### src/rtl/denorm_shift_pipe.sv
// Two-stage denormalizing right shifter with sticky/loss detection.
// Optional flush-to-zero build: define DENORM_FTZ_EN.
module denorm_shift_pipe #(
  parameter int PRODWIDTH  = 48,
  parameter int WEXPSUM    = 10,
  parameter int GUARDWIDTH = 3,
  parameter int TAGW       = 4,
  localparam int SHIFTWIDTH = PRODWIDTH + GUARDWIDTH
) (
  input  logic                  clk,
  input  logic                  rst_n,
  input  logic                  flush,
  input  logic                  in_valid,
  output logic                  in_ready,
  input  logic [PRODWIDTH-1:0]  normalized,
  input  logic [WEXPSUM-1:0]    selectedexp,
  input  logic [TAGW-1:0]       in_tag,
  output logic                  out_valid,
  input  logic                  out_ready,
  output logic [SHIFTWIDTH-1:0] shiftprod,
  output logic [WEXPSUM-1:0]    shiftexp,
  output logic                  shiftloss,
  output logic [TAGW-1:0]       out_tag,
  output logic                  tozero_flag
);

  localparam int AW = $clog2(SHIFTWIDTH + 1);

  typedef struct packed {
    logic [SHIFTWIDTH-1:0] preshift;
    logic [WEXPSUM-1:0]    exp;
    logic [TAGW-1:0]       tag;
    logic                  doshift;
    logic                  tozero;
    logic [AW-1:0]         amt;
  } s1_t;

  typedef struct packed {
    logic [SHIFTWIDTH-1:0] prod;
    logic [WEXPSUM-1:0]    exp;
    logic                  loss;
    logic [TAGW-1:0]       tag;
    logic                  tozero;
  } s2_t;

  s1_t s1_d;
  s1_t s1_q;
  s2_t s2_d;
  s2_t s2_q;
  logic s1_valid;
  logic s2_adv;

  logic signed [WEXPSUM:0] negexp;
  logic [31:0]             amtw;
  logic [SHIFTWIDTH-1:0]   shifted;
  logic [SHIFTWIDTH-1:0]   lostmask;

  // One extra bit so negating the most-negative exponent cannot wrap.
  assign negexp = -$signed({selectedexp[WEXPSUM-1], selectedexp});
  assign amtw   = 32'(negexp);

  always_comb begin
    s1_d          = '0;
    s1_d.preshift = {normalized, {GUARDWIDTH{1'b0}}};
    s1_d.exp      = selectedexp;
    s1_d.tag      = in_tag;
    s1_d.doshift  = selectedexp[WEXPSUM-1] | (selectedexp == '0);
    s1_d.tozero   = s1_d.doshift & (amtw > 32'(SHIFTWIDTH));
    unique case (1'b1)
      !s1_d.doshift: s1_d.amt = '0;
      s1_d.tozero:   s1_d.amt = AW'(SHIFTWIDTH);
      default:       s1_d.amt = AW'(amtw);
    endcase
  end

  assign shifted  = s1_q.preshift >> s1_q.amt;
  assign lostmask = ~({SHIFTWIDTH{1'b1}} << s1_q.amt);

  always_comb begin
    s2_d        = '0;
    s2_d.tag    = s1_q.tag;
    s2_d.tozero = s1_q.tozero;
    if (!s1_q.doshift) begin
      s2_d.prod = s1_q.preshift;
      s2_d.exp  = s1_q.exp;
    end else begin
`ifdef DENORM_FTZ_EN
      s2_d.loss   = |s1_q.preshift;
      s2_d.tozero = 1'b1;
`else
      if (s1_q.tozero) begin
        s2_d.loss = 1'b1;
      end else begin
        s2_d.prod = shifted;
        s2_d.loss = (|shifted[GUARDWIDTH-1:0])
                  | (|(s1_q.preshift & lostmask));
      end
`endif
    end
  end

  assign s2_adv   = out_ready | ~out_valid;
  assign in_ready = ~flush & (~s1_valid | s2_adv);

  always_ff @(posedge clk or negedge rst_n) begin
    if (!rst_n) begin
      s1_valid  <= 1'b0;
      s1_q      <= '0;
      out_valid <= 1'b0;
      s2_q      <= '0;
    end else if (flush) begin
      s1_valid  <= 1'b0;
      out_valid <= 1'b0;
    end else begin
      if (s2_adv) begin
        out_valid <= s1_valid;
        if (s1_valid) s2_q <= s2_d;
      end
      if (in_ready) begin
        s1_valid <= in_valid;
        if (in_valid) s1_q <= s1_d;
      end
    end
  end

  assign shiftprod   = s2_q.prod;
  assign shiftexp    = s2_q.exp;
  assign shiftloss   = s2_q.loss;
  assign out_tag     = s2_q.tag;
  assign tozero_flag = s2_q.tozero;

endmodule

### config.mk
export PLATFORM = sky130hd
export DESIGN_NAME = denorm_shift_pipe
export DESIGN_NICKNAME = d
export VERILOG_FILES = /design/src/rtl/denorm_shift_pipe.sv
export SDC_FILE = /design/constraint.sdc
export NUM_CORES = 1
export LEC_CHECK = 0
export CAP_MARGIN = 25
export CELL_PAD_IN_SITES_DETAIL_PLACEMENT = 1
export CELL_PAD_IN_SITES_GLOBAL_PLACEMENT = 2
export CORE_MARGIN = 2
export CORE_UTILIZATION = 32
export DETAILED_ROUTE_END_ITERATION = 6
export PLACE_DENSITY_LB_ADDON = 0.1
export SYNTH_ARGS = -nofsm -noshare
export SYNTH_HDL_FRONTEND = slang
export SYNTH_SLANG_ARGS = --single-unit
### constraint.sdc
create_clock -name clk -period 2.32 [get_ports clk]
set_clock_uncertainty 0.15 [all_clocks]
set_input_delay 0.58 -clock clk [delete_from_list [all_inputs] [get_ports clk]]
set_output_delay 0.58 -clock clk [all_outputs]
set_load 0.01 [all_outputs]
After elaboration in Yosys (flattened, before gate mapping)
Index checks and enable logic that the tools add are counted.

storage, ports and cells
  register bits after elaboration = 139
  output and inout bits = 69
  bits of input ports = 67

operators by class
  multiplexer cells = 10
  bitwise operators = 11
  $add $sub $neg = 1
  $lt $le $gt $ge = 1
  reduce and logical (&&, ||, !) cells = 8
  shift-type cells = 2

operators with widths
  operator               count
  $mux 51                2
  $and 51x51->51         1
  $not 51->51            1
  $reduce_or 51->1       1
  $shl 51x6->51 const A  1
  $shr 51x6->51          1
  $gt 32x6->1 const B    1
  $pmux 6 s2             1
  $neg 10->11            1
  $logic_not 10->1       1
  $mux 10                1
  $mux 1                 6
  $reduce_and 3->1       2
  $or 1x1->1             4
  $reduce_bool 2->1      2
  $not 1->1              3
  $reduce_or 3->1        1
  $and 1x1->1            2
  $logic_not 1->1        1

Longest topological paths before layout
Gate-level depths: netlist of run 1.

  word-level depth = 7
  gate-level depth with buffers = 11

Least setup slack after synthesis of run 1
Ideal clock, no wire load.

  path type = input to register
  from = in selectedexp[0]
  to = reg s1_q[1] (netlist bit)
  data arrival time = 2.290 ns
  slack = -0.246 ns
  cell stages on the path = 8
  library setup time = 0.126 ns
  required time = 2.044 ns
  path through = inv_1 > ha_1 > or4_1 > a21o_1 > a31oi_1 > o311ai_1 > and2_1 > a221o_1

on the way
  cells in the longest elaborated chain, start to end = 4

ends and longest elaborated chain
  element                                                 line    source
  start, declared                                         16      input logic [WEXPSUM-1:0] selectedexp,
  $neg 10->11 / $logic_not 10->1 (equally long branches)  59, 67
  $gt 32x6->1 / $or 1x1->1 (equally long branches)        68, 67
  $and 1x1->1 / $logic_not 1->1 (equally long branches)   68, 70
  $pmux 6 s2 (*)                                          69      unique case (1'b1)
  end signal, assigned                                    108     s1_q <= '0;
  end signal, assigned                                    121     if (in_valid) s1_q <= s1_d;
  end, declared                                           47      s1_t s1_q;

Every way passes the cells marked *; elsewhere a longest branch is shown, timed or not.
A chain may end at the register's enable or synchronous reset.

Worst setup path in the final report of run 1
  from = reg s1_q[1] (netlist bit)
  to = reg s2_q (netlist bit shiftloss)

on the way
  cells in the longest elaborated chain, start to end = 7

ends and longest elaborated chain
  element               line  source
  $shl 51x6->51         77    assign lostmask = ~({SHIFTWIDTH{1'b1}} << s1_q.amt);
  $not 51->51           77
  $and 51x51->51        96    | (|(s1_q.preshift & lostmask));
  $reduce_or 51->1      96
  $or 1x1->1 (*)        96
  $mux 1 (*)            91    if (s1_q.tozero) begin
  $mux 1 (*)            83    if (!s1_q.doshift) begin
  end signal, assigned  110   s2_q <= '0;
  end signal, assigned  117   if (s1_valid) s2_q <= s2_d;
  end, declared         49    s2_t s2_q;

Marks and branches as above.

==> run summary, run 1 <==
The proportion of layout cells with a drive suffix above 1 is 0.480. The most frequently used flop master after synthesis is sky130_fd_sc_hd__dfrtp_1. The count of nets left with antenna violations after detail routing is 0. The total congestion overflow after global routing is 0. The cell area after placement is 13,800 µm². The maximum level of the CTS H-tree is 4. The max-slew violation count came to 0. The destination of the worst register-to-register timing path is shiftloss$_DFFE_PN0P_. The count of input and output buffers came out at 135.

The worst register-to-register path begins at s1_q[1]$_DFFE_PN0P_. The flow ran to the end, but the final reports show violations. Setup repair after global routing could not meet its margin everywhere. Summing all multi-input logic gate instances after layout gives 6820 µm². The largest fanout on the critical path is 7. The maximum resistive drop on vdd came out at around 0.57 mV.

The final critical delay including setup and external delays came out at 2.71 ns. The transition time at the pin with the least slew margin came out at 0.615 ns. The die covers between 30,000 and 40,000 µm². Data on the critical path arrives at its endpoint at around 2.9 ns.

The initial core utilization came out at 0.325. The synthesized flop and latch total came out at between 100 and 150. The routed length per placed instance is around 26 µm. The number of max-cap violations is 0. The number of synthesis warnings is 0. TritonCTS built the clock tree. The launch point of the critical path is s1_q[1]$_DFFE_PN0P_. Following the worst setup path forward leads to its endpoint at shiftloss$_DFFE_PN0P_. The number of antenna violations at the first check in global routing came out at 1. The I/O pin total is 136. The HPWL after detailed placement came out at 35,100 µm. The final-report hold violation count came out at 0. The overall track demand over capacity in global routing came out at 0.285. The total setup violations reported at the end of the flow is 46. For this design the static power due to leakage is 6.73 nW. The die height is ~180 µm. The area taken by flip-flops and latches is around 3500 µm². The first TritonRoute pass finished after 7 iterations. The checks that failed: setup timing. The power density of the placed cells came out at 817 nW/µm². After synthesis, the cell types taking the most area are sky130_fd_sc_hd__dfrtp_1, sky130_fd_sc_hd__mux2_2, sky130_fd_sc_hd__mux4_2. The layout net count came out at 1,447. The number of remaining DRC errors came out at 0. The final worst-path cycle share came out at 1.17. The sink count of the clock tree came out at 139. After synthesis, the share of flip-flops with an asynchronous set or reset is 1.00. The die extent in x came out at 181 µm.

The final non-filler cell area came out at roughly 16,000 µm². The ratio of routed vias to standard cells came out at 5.66. Entering global routing, the biggest net connects 49 pins. The number of cells on the worst reg-to-reg path is 9. The filler-free cell count of the finished design came out at between 1,500 and 2,000.

The region available for standard cell placement spans roughly 30,000 µm². At the placement stage, the worst setup path has a slack of -0.654 ns. Dividing the synthesized area by the synthesized cell count gives 10.1 µm². The cell type with the largest total area after synthesis is sky130_fd_sc_hd__dfrtp_1. The data required time of the worst path came out at 2.49 ns. At the end of routability-driven placement, the weighted congestion stood at between 0.9 and 1. Synthesis produced a netlist with a net count of 1,058. STA classifies the critical path endpoint as a flop. The later-pin clock latency in the skew report came out at about 0.46 ns. The number of CTS-inserted buffers came out at 17. The number of buffers on the longest clock path is 2. The class of the most critical hold timing path is flop to flop.

The detailed-route wire length is about 46,000 µm. The share of the synthesized area in the top cell type is 0.349. The worst setup path is launched from a flop. After clock tree synthesis, the clock-pin slew on the worst setup and hold paths is 0.07 ns. The row count is 64.

sky130_fd_sc_hd__dfrtp_1 is the most common cell in the netlist. In this run, distinct cell masters in the synthesized netlist total 74. The highest attainable clock frequency is 369 MHz. The number of enable-type register cells in the synthesized netlist came out at 0. The commonest cells after synthesis are sky130_fd_sc_hd__dfrtp_1, sky130_fd_sc_hd__nand2_1, sky130_fd_sc_hd__mux2_2. The routed layout has 10,121 vias. The synthesized instance count came out at 990. Summing every instance area after synthesis gives 9970 µm². The via count of the first global-routing pass came to 10,586. Across all setup checks in the final design, the least slack found is -0.389 ns. Measured on the finished design, the core utilization comes to 0.520. The worst slew slack as a fraction of its limit came out at 0.590. The worst setup path is of the flop to flop kind. Fill cells in the final layout number 3,304. The first routing iteration left 733 violations.

The sequential share of the synthesized area came out at 0.349. The placed cell count came out at approximately 1,700. From synthesis to final layout, the design area changed by 60.0%. In this run the clock root is driven by a sky130_fd_sc_hd__clkbuf_16. The wire length of the first global-routing pass came out at 69,300 µm. The reg2reg setup slack came out at -0.39 ns.
-- per-stage QoR --
step                      total power [mW]  setup TNS, ns  hold slack [ns]
after global routing                  13.6         -12.93            0.342
final                                 13.0          -9.76            0.319
after floorplan                       5.83         -0.262            0.134
after CTS                             12.8         -10.11            0.322
after global placement                8.85         -39.83            0.295
after detailed placement              8.93         -42.77            0.303
-- routing by layer --
layer	global-route usage	vias up	wire length (µm)
li1	-	4512	-
met1	0.405	5214	21400
met2	0.430	329	20600
met3	0.0562	66	2690
met4	0.105	0	1440
met5	0	-	0
-- report_power, final --
part	switching, mW	internal (mW)
Combinational	3.23	3.62
Sequential	0.444	2.89
Clock	1.22	1.63
Total	4.89	8.14
-- flip-flops by register name, summed over array words and instances, names as in the netlist --
| signal | cells |
|---|---|
| out_tag | 4 |
| out_valid | 1 |
| s1_q | 70 |
| s1_valid | 1 |
| shiftexp | 10 |
| shiftloss | 1 |
| shiftprod | 51 |
| tozero_flag | 1 |
-- placed cells by master, fill, tap and decap left out, types with 6 or more instances in the layout --
master,synthesis,final
sky130_fd_sc_hd__nand2_1,116,109
sky130_fd_sc_hd__clkbuf_16,0,17
sky130_fd_sc_hd__a221o_1,9,9
sky130_fd_sc_hd__inv_1,20,17
sky130_fd_sc_hd__dfrtp_1,139,135
sky130_fd_sc_hd__o21ai_0,64,35
sky130_fd_sc_hd__mux2i_2,0,9
sky130_fd_sc_hd__clkdlybuf4s50_1,0,129
sky130_fd_sc_hd__nand4_1,7,7
sky130_fd_sc_hd__mux2i_1,52,31
sky130_fd_sc_hd__a221oi_2,0,8
sky130_fd_sc_hd__o22a_1,11,11
sky130_fd_sc_hd__buf_6,12,35
sky130_fd_sc_hd__nor2_2,0,6
sky130_fd_sc_hd__mux2_2,95,71
sky130_fd_sc_hd__mux4_2,47,58
sky130_fd_sc_hd__a21oi_1,45,33
sky130_fd_sc_hd__o211ai_1,7,7
sky130_fd_sc_hd__o21ai_1,3,17
sky130_fd_sc_hd__o21a_1,6,6
sky130_fd_sc_hd__o22ai_1,11,7
sky130_fd_sc_hd__o21ai_2,0,13
sky130_fd_sc_hd__nor2_1,76,68
sky130_fd_sc_hd__mux2_4,2,26
sky130_fd_sc_hd__buf_12,1,26
sky130_fd_sc_hd__nor3_1,11,7
sky130_fd_sc_hd__a31oi_1,12,9
sky130_fd_sc_hd__and3_1,8,8
sky130_fd_sc_hd__mux2i_4,0,12
sky130_fd_sc_hd__a21oi_2,0,11
sky130_fd_sc_hd__nand3_1,18,16
sky130_fd_sc_hd__buf_4,4,272
sky130_fd_sc_hd__a211oi_1,7,6
-- cell families after synthesis --
kind of cell | count (synthesis) | synth area share
AND/OR/NAND/NOR | 264 | 0.117
flip-flops | 139 | 0.349
XOR/XNOR | 4 | 0.00351
multiplexers | 207 | 0.298
adder cells (fa/ha/maj) | 2 | 0.00226
buffers and inverters | 127 | 0.0625
AO/OA/AOI/OAI | 247 | 0.168
-- layout make-up --
class                           instances  area share
Clock buffer                           18      0.0275
Sequential cell                       139       0.219
Tap cell                              396      0.0310
Multi-Input combinational cell        724       0.427
Clock inverter                         14      0.0101
Inverter                               21     0.00517
Timing Repair Buffer                  476       0.280
Antenna cell                            1    0.000157
-- critical path, cell delays in order, from the launching register on --
cell	delay (ns)
sky130_fd_sc_hd__dfrtp_4	0.50
sky130_fd_sc_hd__buf_12	0.16
sky130_fd_sc_hd__buf_12	0.14
sky130_fd_sc_hd__buf_12	0.14
sky130_fd_sc_hd__mux4_2	0.45
sky130_fd_sc_hd__mux4_2	0.53
sky130_fd_sc_hd__a21oi_2	0.18
sky130_fd_sc_hd__o221ai_2	0.11
sky130_fd_sc_hd__inv_2	0.10
sky130_fd_sc_hd__a41oi_1	0.12
-- worst min-delay path by stage --
stage	cells after the start	startpoint	endpoint	slack [ns]
6_report	2	shiftexp[9]$_DFFE_PN0P_	shiftexp[9]$_DFFE_PN0P_	0.32
5_1_grt	2	s1_q[8]$_DFFE_PN0P_	out_tag[0]$_DFFE_PN0P_	0.34
4_1_cts	2	shiftexp[9]$_DFFE_PN0P_	shiftexp[9]$_DFFE_PN0P_	0.32
3_5_place_dp	2	s1_q[10]$_DFFE_PN0P_	out_tag[2]$_DFFE_PN0P_	0.30
3_3_place_gp	2	s1_q[10]$_DFFE_PN0P_	out_tag[2]$_DFFE_PN0P_	0.29
2_1_floorplan	0	rst_n	out_tag[0]$_DFFE_PN0P_	0.13
-- timing repair --
| item | CTS | global route |
|---|---|---|
| pin swaps | 63 | 45 |
| hold buffers | 1 | 0 |
| endpoints found under the setup margin | 56 | 70 |
| buffers inserted | 38 | 9 |
| resized for setup | 215 | 71 |
| endpoints found under the hold margin | 43 | 0 |
| cloned | 4 | 0 |
Note: power is estimated with default switching activity, not from simulation.
==> run 2, diff against run 1 <==
--- a/config.mk
+++ b/config.mk
@@ -8,8 +8,7 @@
 export CAP_MARGIN = 25
 export CELL_PAD_IN_SITES_DETAIL_PLACEMENT = 1
 export CELL_PAD_IN_SITES_GLOBAL_PLACEMENT = 2
-export CORE_MARGIN = 2
-export CORE_UTILIZATION = 32
+export CORE_UTILIZATION = 30
 export DETAILED_ROUTE_END_ITERATION = 6
 export PLACE_DENSITY_LB_ADDON = 0.1
 export SYNTH_ARGS = -nofsm -noshare
==> run 2 against run 1 <==
Effect of this change:
- the run still ends with setup timing left
- sequential share of layout area up 0.31 points
- utilization down 3.8 points
- fmax down 2.2%
- sequential power about the same
- via count down 0.27%
- combinational power down 4.5%
- hold slack worse by 0.0060 ns
- clock-buffer cell count up 3
- register-to-register slack worse by 0.06 ns
- critical path type unchanged
- global-route usage down 1.2 points
- setup slack worse by 0.061 ns
==> run summary, run 2 (synthesized netlist as in run 1, its figures left out) <==
The length of routed met2 wiring is 20,400 µm. The number of iterations in the first detailed-routing pass came out at 5. The tightest hold path in the finished design has a slack of 0.313 ns.

The data required time of the worst path is 2.49 ns. The total congestion overflow after global routing came out at 0. The die height is 184 µm.

The total setup violations reported at the end of the flow is 46. The startpoint identified for the worst hold timing path is s1_q[8]$_DFFE_PN0P_. The synthesis-to-finish area growth came out at 57.9%. The max-slew violation count came out at 0.

The worst setup timing slack at the placement stage is -0.748 ns. The sum of routed wire segments on met1 came out at 21,700 µm. The kind of critical path is flop to flop. The power density of the placed cells is 812 nW/µm². The run finished, with violations left. The min-delay analysis places its worst path in the category flop to flop. The met3 layer wire length in the routed design came out at 2650 µm. The share of total power dissipated in sequential elements is 0.261. For this block, the initial DRC count from the detailed router was roughly 730.

Of the total power, the clock network draws 0.228. The number of antenna violations at the first check in global routing came out at 3. The final worst-path cycle share is 1.19.

The part of the power in combinational logic is 0.511. Entering global routing, the biggest net connects 48 pins. The cell area after placement came out at around 14,000 µm². The largest fanout on the critical path is 6.

The clock tree synthesis step divided the H-tree into 4 levels. The detailed-route wire length came out at 46,100 µm. The placed cell count came out at 1,744.

The final-report hold violation count came out at 0. The number of remaining DRC errors is 0. The clock input transition at the sequential cells of the worst setup and hold paths came out at 0.06 ns. In this design, the critical path's most frequently occurring cell is sky130_fd_sc_hd__buf_12. The largest register by flop count is s1_q. The layout net count is 1,434. The cell-internal power is 8.08 mW. The critical path data arrival time came out at 2.94 ns. TritonCTS built the clock tree. The setup total negative slack came out at -10.77 ns.

The design draws 12.8 mW. Across every metal layer, demand over resource in global routing totals 0.273. In this run the tightest slew margin relative to its limit is 0.662.

The filler-free cell count of the finished design came out at between 1,500 and 2,000. The proportion of layout cells with a drive suffix above 1 came out at 0.460. The number of buffers on the longest clock path came out at 2.

The maximum resistive drop on vdd came out at a little under 0.6 mV. The floorplan step defined a die boundary enclosing ~34,000 µm². The worst register-to-register path begins at s1_q[1]$_DFFE_PN0P_. The worst hold path terminates at out_tag[0]$_DFFE_PN0P_. The library cell used most frequently in the layout, excluding fill and tap cells, is sky130_fd_sc_hd__buf_4. After layout, the minimum clock period comes to 2.77 ns. The critical path goes through buf_12 -> buf_8 -> buf_12 -> mux4_2 -> mux2i_2 -> a2bb2oi_1 -> o21ai_1 -> buf_4 -> buf_6 -> a221oi_4 -> nor2_1.

For this design, the slowest cell found on the critical path is sky130_fd_sc_hd__dfrtp_4. Setup repair after global routing could not meet its margin everywhere. At the end of the flow the core is filled with cells to 0.483. The endpoint identified for the worst register-to-register timing path is shiftprod[32]$_DFFE_PN0P_. The net switching component of the power is around 4.7 mW. The via total after detailed routing came out at 10,094. Pin placement for this block handled ~140 I/O pins. The tree is rooted in a sky130_fd_sc_hd__clkbuf_16. The number of cells on the worst reg-to-reg path came out at 11. The total area inside the core boundary comes to 32,600 µm². The kind of cell with the highest combined delay along the critical path is buffers and inverters. The routability congestion estimate is 0.970. Dividing the detail-routed wire length by the instance count gives 25.3 µm. The number of CTS-inserted buffers is 17. STA classifies the critical path endpoint as a flop. Across all setup checks in the final design, the least slack found is -0.450 ns. In this run the register-to-register setup slack is -0.45 ns. The die extent in x is 184 µm. The HPWL after detailed placement is 34,500 µm. The static leakage is 6.63 nW. The number of cells on the worst hold path is 2.

The sink count of the clock tree is 139. The later-pin clock latency in the skew report is around 0.45 ns. The count of nets left with antenna violations after detail routing is 0. The finished cells cover 15,800 µm². The transition time at the pin with the least slew margin is 0.506 ns. The switching power as a share of total power came out at 0.368. Derived from the worst setup path, the maximum achievable clock frequency is 361 MHz. For this run, the slowest stage of the critical path takes 0.50 ns. The final reports fail on setup timing. The initial utilization of the core area, before any placement, comes to 0.306. The library cells used most frequently in the layout, excluding fill and tap cells, are sky130_fd_sc_hd__buf_4, sky130_fd_sc_hd__dfrtp_1, sky130_fd_sc_hd__clkdlybuf4s50_1.

The worst setup path is launched from a flop. The count of input and output buffers is 135. The ratio of routed vias to standard cells is 5.54.

The via count of the first global-routing pass is just over 10,000. The number of max-cap violations is 0. The number of buffer and inverter instances along the worst setup path is 5. The flip-flop count of the largest register after layout is 70. The wire length of the first global-routing pass came out at about 68,000 µm. The highest routing layer actually used is met5.

The row count is 66.
run 2: cell count changes in the layout (fill, tap and decap cells not counted), sizes merged, moves of 2 or more:
cell,delta
inv,-2
clkbuf,+6
buf,-15
clkinvlp,-2
run 2: worst max-delay path by stage:
stage	slack, ns	from	endpoint	depth (start not counted)
final	-0.45	s1_q[1]$_DFFE_PN0P_	shiftprod[32]$_DFFE_PN0P_	11
after CTS	-0.38	s1_q[1]$_DFFE_PN0P_	shiftprod[16]$_DFFE_PN0P_	8
after global placement	-0.68	s1_q[1]$_DFFE_PN0P_	shiftprod[0]$_DFFE_PN0P_	7
after detailed placement	-0.75	s1_q[1]$_DFFE_PN0P_	shiftprod[0]$_DFFE_PN0P_	7
after floorplan	-0.08	selectedexp[3]	s1_q[1]$_DFFE_PN0P_	7
after global routing	-0.49	s1_q[1]$_DFFE_PN0P_	shiftloss$_DFFE_PN0P_	10
run 2: worst register-to-register path, delay by kind of cell (launching register included):
family	cells	cell delay, ns
simple gates	1	0.10
buf+inv	5	0.71
flops	1	0.50
mux	2	0.63
compound gates	3	0.56
run 2: repair_timing:
action,in CTS,in global routing
pin swaps,16,45
resized for setup,122,127
endpoints found under the hold margin,34,0
gates cloned,3,3
setup buffers,15,30
hold buffers,1,0
setup endpoints to repair,56,54
run 2: final cells by class:
type	instances	area, µm²
fillers	3571	16900
repair buffers	463	4310
inverters	21	81.3
clock inverters	10	139
multi-input cells	724	6710
clock buffers	21	470
well taps	442	553
flip-flops and latches	139	3490
diodes	1	2.50
run 2: power groups by stage:
stage / combinational [mW] / clock (mW) / sequential [mW]
floorplan: 2.48 / 0 / 3.35
global placement: 5.42 / 0 / 3.37
detailed placement: 5.46 / 0 / 3.39
CTS: 5.96 / 2.98 / 3.33
global route: 6.86 / 3.10 / 3.40
finish: 6.54 / 2.92 / 3.34
run 2: metal layers:
layer  vias to the layer above  track usage
li1                       4483            -
met1                      5193        0.394
met2                       350        0.404
met3                        66       0.0575
met4                         2       0.0903
met5                         -            0
